===== src/rtl/instruction_encoder_loader.sv =====
// Packs decoded instruction fields into 32-bit ISA words and writes them to
// instruction memory at sequential addresses during a start-triggered load session.
module instruction_encoder_loader #(
  parameter int ADDR_W    = 12,
  parameter int BASE_ADDR = 0
) (
  input  logic              clock,
  input  logic              reset,
  input  logic              start,
  input  logic              in_valid,
  output logic              in_ready,
  input  logic [4:0]        in_opcode,
  input  logic [4:0]        in_rd,
  input  logic [4:0]        in_rs,
  input  logic [4:0]        in_rt,
  input  logic [4:0]        in_shamt,
  input  logic [4:0]        in_alu_op,
  input  logic [16:0]       in_imm,
  input  logic [26:0]       in_target,
  input  logic              in_last,
  output logic              imem_wren,
  output logic [ADDR_W-1:0] imem_addr,
  output logic [31:0]       imem_data,
  output logic              busy,
  output logic              done,
  output logic [ADDR_W:0]   word_count,
  output logic              err_illegal,
  output logic              err_overflow
);

  localparam logic [ADDR_W-1:0] BASE     = ADDR_W'(BASE_ADDR);
  localparam logic [ADDR_W-1:0] MAX_ADDR = '1;

  typedef enum logic [1:0] {IDLE, LOAD, DONE} state_t;

  state_t            state;
  logic [ADDR_W-1:0] ptr;
  logic [31:0]       enc_word;
  logic              enc_illegal;
  logic              accept;

  assign in_ready = (state == LOAD);
  assign busy     = (state == LOAD);
  assign done     = (state == DONE);
  assign accept   = in_valid && in_ready;

  always_comb begin
    enc_word    = 32'h0;
    enc_illegal = 1'b0;
    case (in_opcode)
      5'b00000:
        enc_word = {in_opcode, in_rd, in_rs, in_rt, in_shamt, in_alu_op, 2'b00};
      5'b00001, 5'b00011, 5'b10101, 5'b10110:
        enc_word = {in_opcode, in_target};
      5'b00100:
        enc_word = {in_opcode, in_rd, 22'b0};
      5'b00010, 5'b00101, 5'b00110, 5'b00111, 5'b01000:
        enc_word = {in_opcode, in_rd, in_rs, in_imm};
      default:
        enc_illegal = 1'b1;  // still written as a nop so the address stream stays dense
    endcase
  end

  always_ff @(posedge clock) begin
    if (reset) begin
      state        <= IDLE;
      ptr          <= BASE;
      word_count   <= '0;
      err_illegal  <= 1'b0;
      err_overflow <= 1'b0;
      imem_wren    <= 1'b0;
      imem_addr    <= '0;
      imem_data    <= 32'h0;
    end else begin
      imem_wren <= 1'b0;
      case (state)
        IDLE, DONE: begin
          if (start) begin
            state        <= LOAD;
            ptr          <= BASE;
            word_count   <= '0;
            err_illegal  <= 1'b0;
            err_overflow <= 1'b0;
          end
        end
        LOAD: begin
          if (accept) begin
            imem_wren  <= 1'b1;
            imem_addr  <= ptr;
            imem_data  <= enc_word;
            word_count <= word_count + 1'b1;
            if (enc_illegal) err_illegal <= 1'b1;
            // The pointer saturates at the top word; the session ends there.
            if (ptr == MAX_ADDR) begin
              state <= DONE;
              if (!in_last) err_overflow <= 1'b1;
            end else begin
              ptr <= ptr + 1'b1;
              if (in_last) state <= DONE;
            end
          end
        end
        default: state <= IDLE;
      endcase
    end
  end

endmodule


===== config.mk =====
export PLATFORM = sky130hd
export DESIGN_NAME = instruction_encoder_loader
export DESIGN_NICKNAME = d
export VERILOG_FILES = /design/src/rtl/instruction_encoder_loader.sv
export SDC_FILE = /design/constraint.sdc
export NUM_CORES = 1
export LEC_CHECK = 0
export CORE_ASPECT_RATIO = 0.9
export CORE_MARGIN = 3
export CORE_UTILIZATION = 39
export DETAILED_ROUTE_END_ITERATION = 8
export PLACE_DENSITY = 0.77
export SYNTH_ARGS = -nofsm -noshare
export SYNTH_HDL_FRONTEND = slang
export SYNTH_SLANG_ARGS = --single-unit

===== constraint.sdc =====
create_clock -name clock -period 1.5 [get_ports clock]
set_input_delay 0.3 -clock clock [delete_from_list [all_inputs] [get_ports clock]]
set_output_delay 0.3 -clock clock [all_outputs]
set_load 0.05 [all_outputs]

# After elaboration in Yosys (flattened, before gate mapping)
# Index checks and enable logic that the tools add are counted.
# totals
latchBits	0
wordCells	68
ff_bits	74
input_bits	79
n_memories	0
mem_bits_ro	0
ram_bits	0
# classes
shifts	0
bitwise	1
multipliers	0
magnitude_cmp	0
eq_ne	20
add_sub_neg	2
div_mod_pow	0
n_reduce_logical	15
mux	22
# op_table
op	count
one-hot mux 32 bit (4 select lines)	1
two-way mux 12 bit	3
two-way mux 13 bit	2
one-hot mux 13 bit (2 select lines)	1
one-hot mux 12 bit (2 select lines)	1
equality test 5 x 3 -> 1 bit (second input constant)	4
adder 13 x 1 -> 13 bit (second input constant)	1
adder 12 x 1 -> 12 bit (second input constant)	1
equality test 12 bit (second input constant)	1
OR reduction 11 bit	1
equality test 5 x 2 -> 1 bit (second input constant)	2
equality test 5 bit (second input constant)	2
two-way mux 2 bit	4
inequality test 2 bit (second input constant)	4
AND reduction 4 bit	2
two-way mux 1 bit	7
AND reduction 3 bit	2
equality test 5 x 1 -> 1 bit (second input constant)	1
equality test 5 x 4 -> 1 bit (second input constant)	1
zero test 5 bit	1
AND reduction 5 bit	1
OR reduction 5 bit	1
inequality test 2 x 1 -> 1 bit (second input constant)	2
one-hot mux 1 bit (2 select lines)	2
11 further kinds	12

# Longest topological paths before layout
# logic_depth
word_depth	5
mapped_depth	7
mapped_depth_nobuf	5

# Worst setup path before layout
# Ideal clock, no wire load.
# synth_path
path_type	register to output
from	reg state[0]
to	out in_ready
required_time_ns	1.200
arrival_ns	1.607
path_stages_with_launch	3
setup_slack_ns	-0.407
n_path_buf	1
cell_sequence	dfxtp_1 > nor2b_1 > buf_4
# synth_between
elab_chain_len	1
# synth_lines
element	line	rtl
start, declared	36	state_t state;
start signal, assigned	66	state <= IDLE;
start signal, assigned	79	state <= LOAD;
start signal, assigned	95	state <= DONE;
equality test 2 x 1 -> 1 bit	n/a	
end, declared	11	output logic in_ready,
# Every way passes these cells.

# Worst setup path in the final report
# layout_path
from	reg ptr[1]
to	reg ptr[1]
# layout_between
elab_chain_len	4
# layout_lines
element	line	rtl
start, declared	37	logic [ADDR_W-1:0] ptr;
start signal, assigned	98	ptr <= ptr + 1'b1;
adder 12 x 1 -> 12 bit	98	
two-way mux 12 bit	94	if (ptr == MAX_ADDR) begin
two-way mux 12 bit	87	if (accept) begin
one-hot mux 12 bit (2 select lines)	76	case (state)
# Several ways; a longest one is shown, not always the timed one. The select of a mux whose other input is x is not followed.
# A chain may end at the register's enable or synchronous reset.

==> flow_summary.toml <==
[route]
wl_per_cell_um = 22.9
detail_route.iter0.violations = 362
count_of_vias_placed_by_the_detailed_router = 4455
post_drt_via_cell_ratio = 6.00
detail_route.wirelength_um = 17000
remaining_drc_errors = 0
dr.pass1.iters = 5
ant_nets = 0

[timing]
final-setup-viol-count = 19
finalWorstSetupSlack_ns = -0.202
clock_skew_ns = 0.0116
fin_crit_sh_pct = 113
worst_pin_slew_ns = 0.412
layout_min_cycle_time_ns = 1.70
count_of_final_max_slew_check_failures = 0
finalHoldViolations = 0
slew-limit-headroom_pct = 72.6
unrepaired_setup_endpoints_after_global_routing = "true"
max_clock_freq_mhz = 588

[floorplan]
chipHeight_um = 97.0
row_count = 32
die_w_um = 107
core_sq_mm = 0.00877
die_area_sq_mm = 0.0104
starting_utilization_of_the_core_area_pct = 40.9
io_pins = 142

[placed_design]
dp.final_hpwl_um = 9480
placedInstanceArea_sq_mm = 0.00626
gpl.final_weighted_congestion = 0.872
buffer_ports.inserted = 141

[power]
pwr_density_cell_mw_per_mm2 = 673
leakagePower_uw = 0.00258
vdd.ir_drop.worst_mv = 0.467

[cells_and_area]
number_of_nets_in_the_layout = 700
syn_to_final_growth_pct = 102
fin_util_pct = 82.4
finish.instance_area_sq_mm = 0.00723
fillerInstances = 446
antennaDiodeCount = 0
multi_input_gate_area_in_the_final_layout_sq_mm = 0.00239
post_route_cells_drive_above_1_share_pct = 42.1
sequential_standard_cell_area_sq_mm = 0.00151

[worst_setup_path]
worst_setup_path_end_kind = "register"
critical_path.top_delay_family = "simple AND/OR/NAND/NOR gates"
crit_path_cell_trace = "ha_4 > nand3_4 > nor4_4 > buf_4 > o21ai_0 > a21oi_1"
worstSetupPathType = "reg2reg"
critPathMaxFanout = 6
critPathArrivalTime_ns = 1.97
cp-start-kind = "register"
cp.buffers_inverters = 1
critical_path.max_stage_delay_ns = 0.38
crit_slowest_cell = "sky130_fd_sc_hd__nor4_4"
critPathRequiredTime_ns = 1.77

[synthesis]
synth_enable_flop_cells = 0
synth_cell_types = 57
ys_seq_elements = 74
yosysTopAreaCellShare_pct = 41.3
ys.flop_type = "sky130_fd_sc_hd__dfxtp_1"
synth-async-reset-ratio_pct = 0
synth_top_cells_by_count = "74 x sky130_fd_sc_hd__dfxtp_1, 63 x sky130_fd_sc_hd__nand2_1, 33 x sky130_fd_sc_hd__a21oi_1, 29 x sky130_fd_sc_hd__o21ai_1, 17 x sky130_fd_sc_hd__nor2_1"
synth-warning-count = 0
synth_most_common_cell = "sky130_fd_sc_hd__dfxtp_1"
net_count_after_synthesis = 492
syn-instance-count = 411
post-synth-top-area-cell = "sky130_fd_sc_hd__dfxtp_1"
synthTopCellsByArea = "sky130_fd_sc_hd__dfxtp_1 41%, sky130_fd_sc_hd__nand2_1 6.6%, sky130_fd_sc_hd__a21oi_1 4.6%, sky130_fd_sc_hd__o21ai_1 4.0%, sky130_fd_sc_hd__nor4b_1 3.7%"
netlist_area_sq_mm = 0.00358
syn_area_per_cell_sq_um = 8.72
synth_seq_area_share_pct = 41.3

[clock_network]
clk_transition_reported_paths_ns = 0.09
insertion_delay_ns = 0.36
clock_tree.htree_level_count = 3
cts.hold.buffers_added = 0
cts_tree = "done"
clockBufferDepth = 2
tritoncts_num_sinks = 74
cts_inserted_buffers = 9
ctsRootBufferMaster = "sky130_fd_sc_hd__clkbuf_8"

[grt]
groute.usage.overall_pct = 26.1
grt_most_used_layer = "met2"
grt_overflow_total = 0
globalRouteMet2Util_pct = 42.5
grtUsageMet1_pct = 32.7
globalRouteMet3Util_pct = 5.47
grt_max_degree = 28
grt_pass1_wl_um = 21700
first_global_vias = 4170
antenna_violations_before_repair = 0

[run_status]
violations = "negative setup slack"
outcome = "complete, but fails checks"

[worst_hold_path]
hold_path_class = "in2reg"

[job]
drv_cap = 0
==> final timing paths <==
kind,from,end,slack [ns],cells past startpoint
worst min register to register,imem_data[24],imem_data[24],0.49,2
worst min-delay path,in_opcode[1],imem_data[30],0.49,5
worst max-delay path,ptr[1],ptr[1],-0.20,6
worst max register to register,ptr[1],ptr[1],-0.20,6
==> layout by cell type, fill, tap and decap left out, types with 9 or more instances in the layout <==
cell type	n
sky130_fd_sc_hd__a21oi_1	26
sky130_fd_sc_hd__a221oi_2	12
sky130_fd_sc_hd__a22oi_1	11
sky130_fd_sc_hd__buf_12	70
sky130_fd_sc_hd__buf_4	61
sky130_fd_sc_hd__buf_6	15
sky130_fd_sc_hd__clkbuf_8	9
sky130_fd_sc_hd__clkdlybuf4s50_1	71
sky130_fd_sc_hd__dfxtp_1	60
sky130_fd_sc_hd__nand2_1	62
sky130_fd_sc_hd__nor2_1	15
sky130_fd_sc_hd__nor4b_2	10
sky130_fd_sc_hd__o21ai_1	26
==> cell type report <==
type                    instances  area share (%)
flip-flops and latches         74            20.9
clock buffers                  10            2.06
clock inverters                 6            1.07
repair buffers                230            40.5
multi-input cells             299            33.1
well taps                     119            2.06
inverters                       5           0.260
==> power breakdown <==
part           switching (uW)  total [uW]  internal, uW  leakage (uW)
registers                19.1        1990          1970      0.000605
clock network             888        1790           905      0.000112
logic                     515        1080           562       0.00186
==> worst register-to-register path, stage by stage (launching register included) <==
cell	delay, ns
sky130_fd_sc_hd__dfxtp_2	0.37
sky130_fd_sc_hd__ha_4	0.17
sky130_fd_sc_hd__nand3_4	0.09
sky130_fd_sc_hd__nor4_4	0.38
sky130_fd_sc_hd__buf_4	0.24
sky130_fd_sc_hd__o21ai_0	0.15
sky130_fd_sc_hd__a21oi_1	0.21
==> sequential cells by signal (all words and copies together), names as in the netlist <==
| name | flops |
|---|---|
| ptr | 12 |
| err_overflow | 1 |
| imem_data | 32 |
| state | 2 |
| imem_wren | 1 |
| imem_addr | 12 |
| word_count | 13 |
| err_illegal | 1 |
==> metal layers <==
| layer | up-vias | share of wire, % | routed length [um] |
|---|---|---|---|
| li1 | 1952 | - | - |
| met1 | 2128 | 37 | 6240 |
| met2 | 285 | 51 | 8620 |
| met3 | 90 | 6.7 | 1130 |
| met4 | 0 | 6.0 | 1010 |
| met5 | - | 0 | 0 |
==> logic make-up (layout without fill, tap and decap cells) <==
logic type                 count (synthesis)  after routing  synth area share [%]
and+or+nand+nor                          158            158                  24.3
xor gates and xnor gates                   9              9                  2.41
adders and majority gates                  2              2                 0.698
buffers and inverters                     38            251                  6.25
AOI/OAI and AO/OA                        129            129                  24.7
DFF                                       74             74                  41.3
muxes                                      1              1                 0.279
==> metrics by stage <==
step                      setup WS, ns  TNS (ns)  total power, uW  hold WS (ns)  instances
after floorplan               -0.00485   -0.0334             2390         0.462        411
after global placement          -0.513    -26.67             2840         0.473        709
after CTS                      -0.0283    -0.194             4680         0.490        731
after detailed placement        -0.609    -29.79             2860         0.479        709
final                           -0.202     -1.11             4860         0.487        743
after global routing            -0.230     -2.09             4980         0.514        743
==> repair_timing <==
action	4_1_cts	5_1_grt
buffers inserted	4	8
gates resized for setup	42	72
endpoints found under the setup margin	52	55
cloned	2	5
pin swaps	12	24
Note: power is estimated with default switching activity, not from simulation.
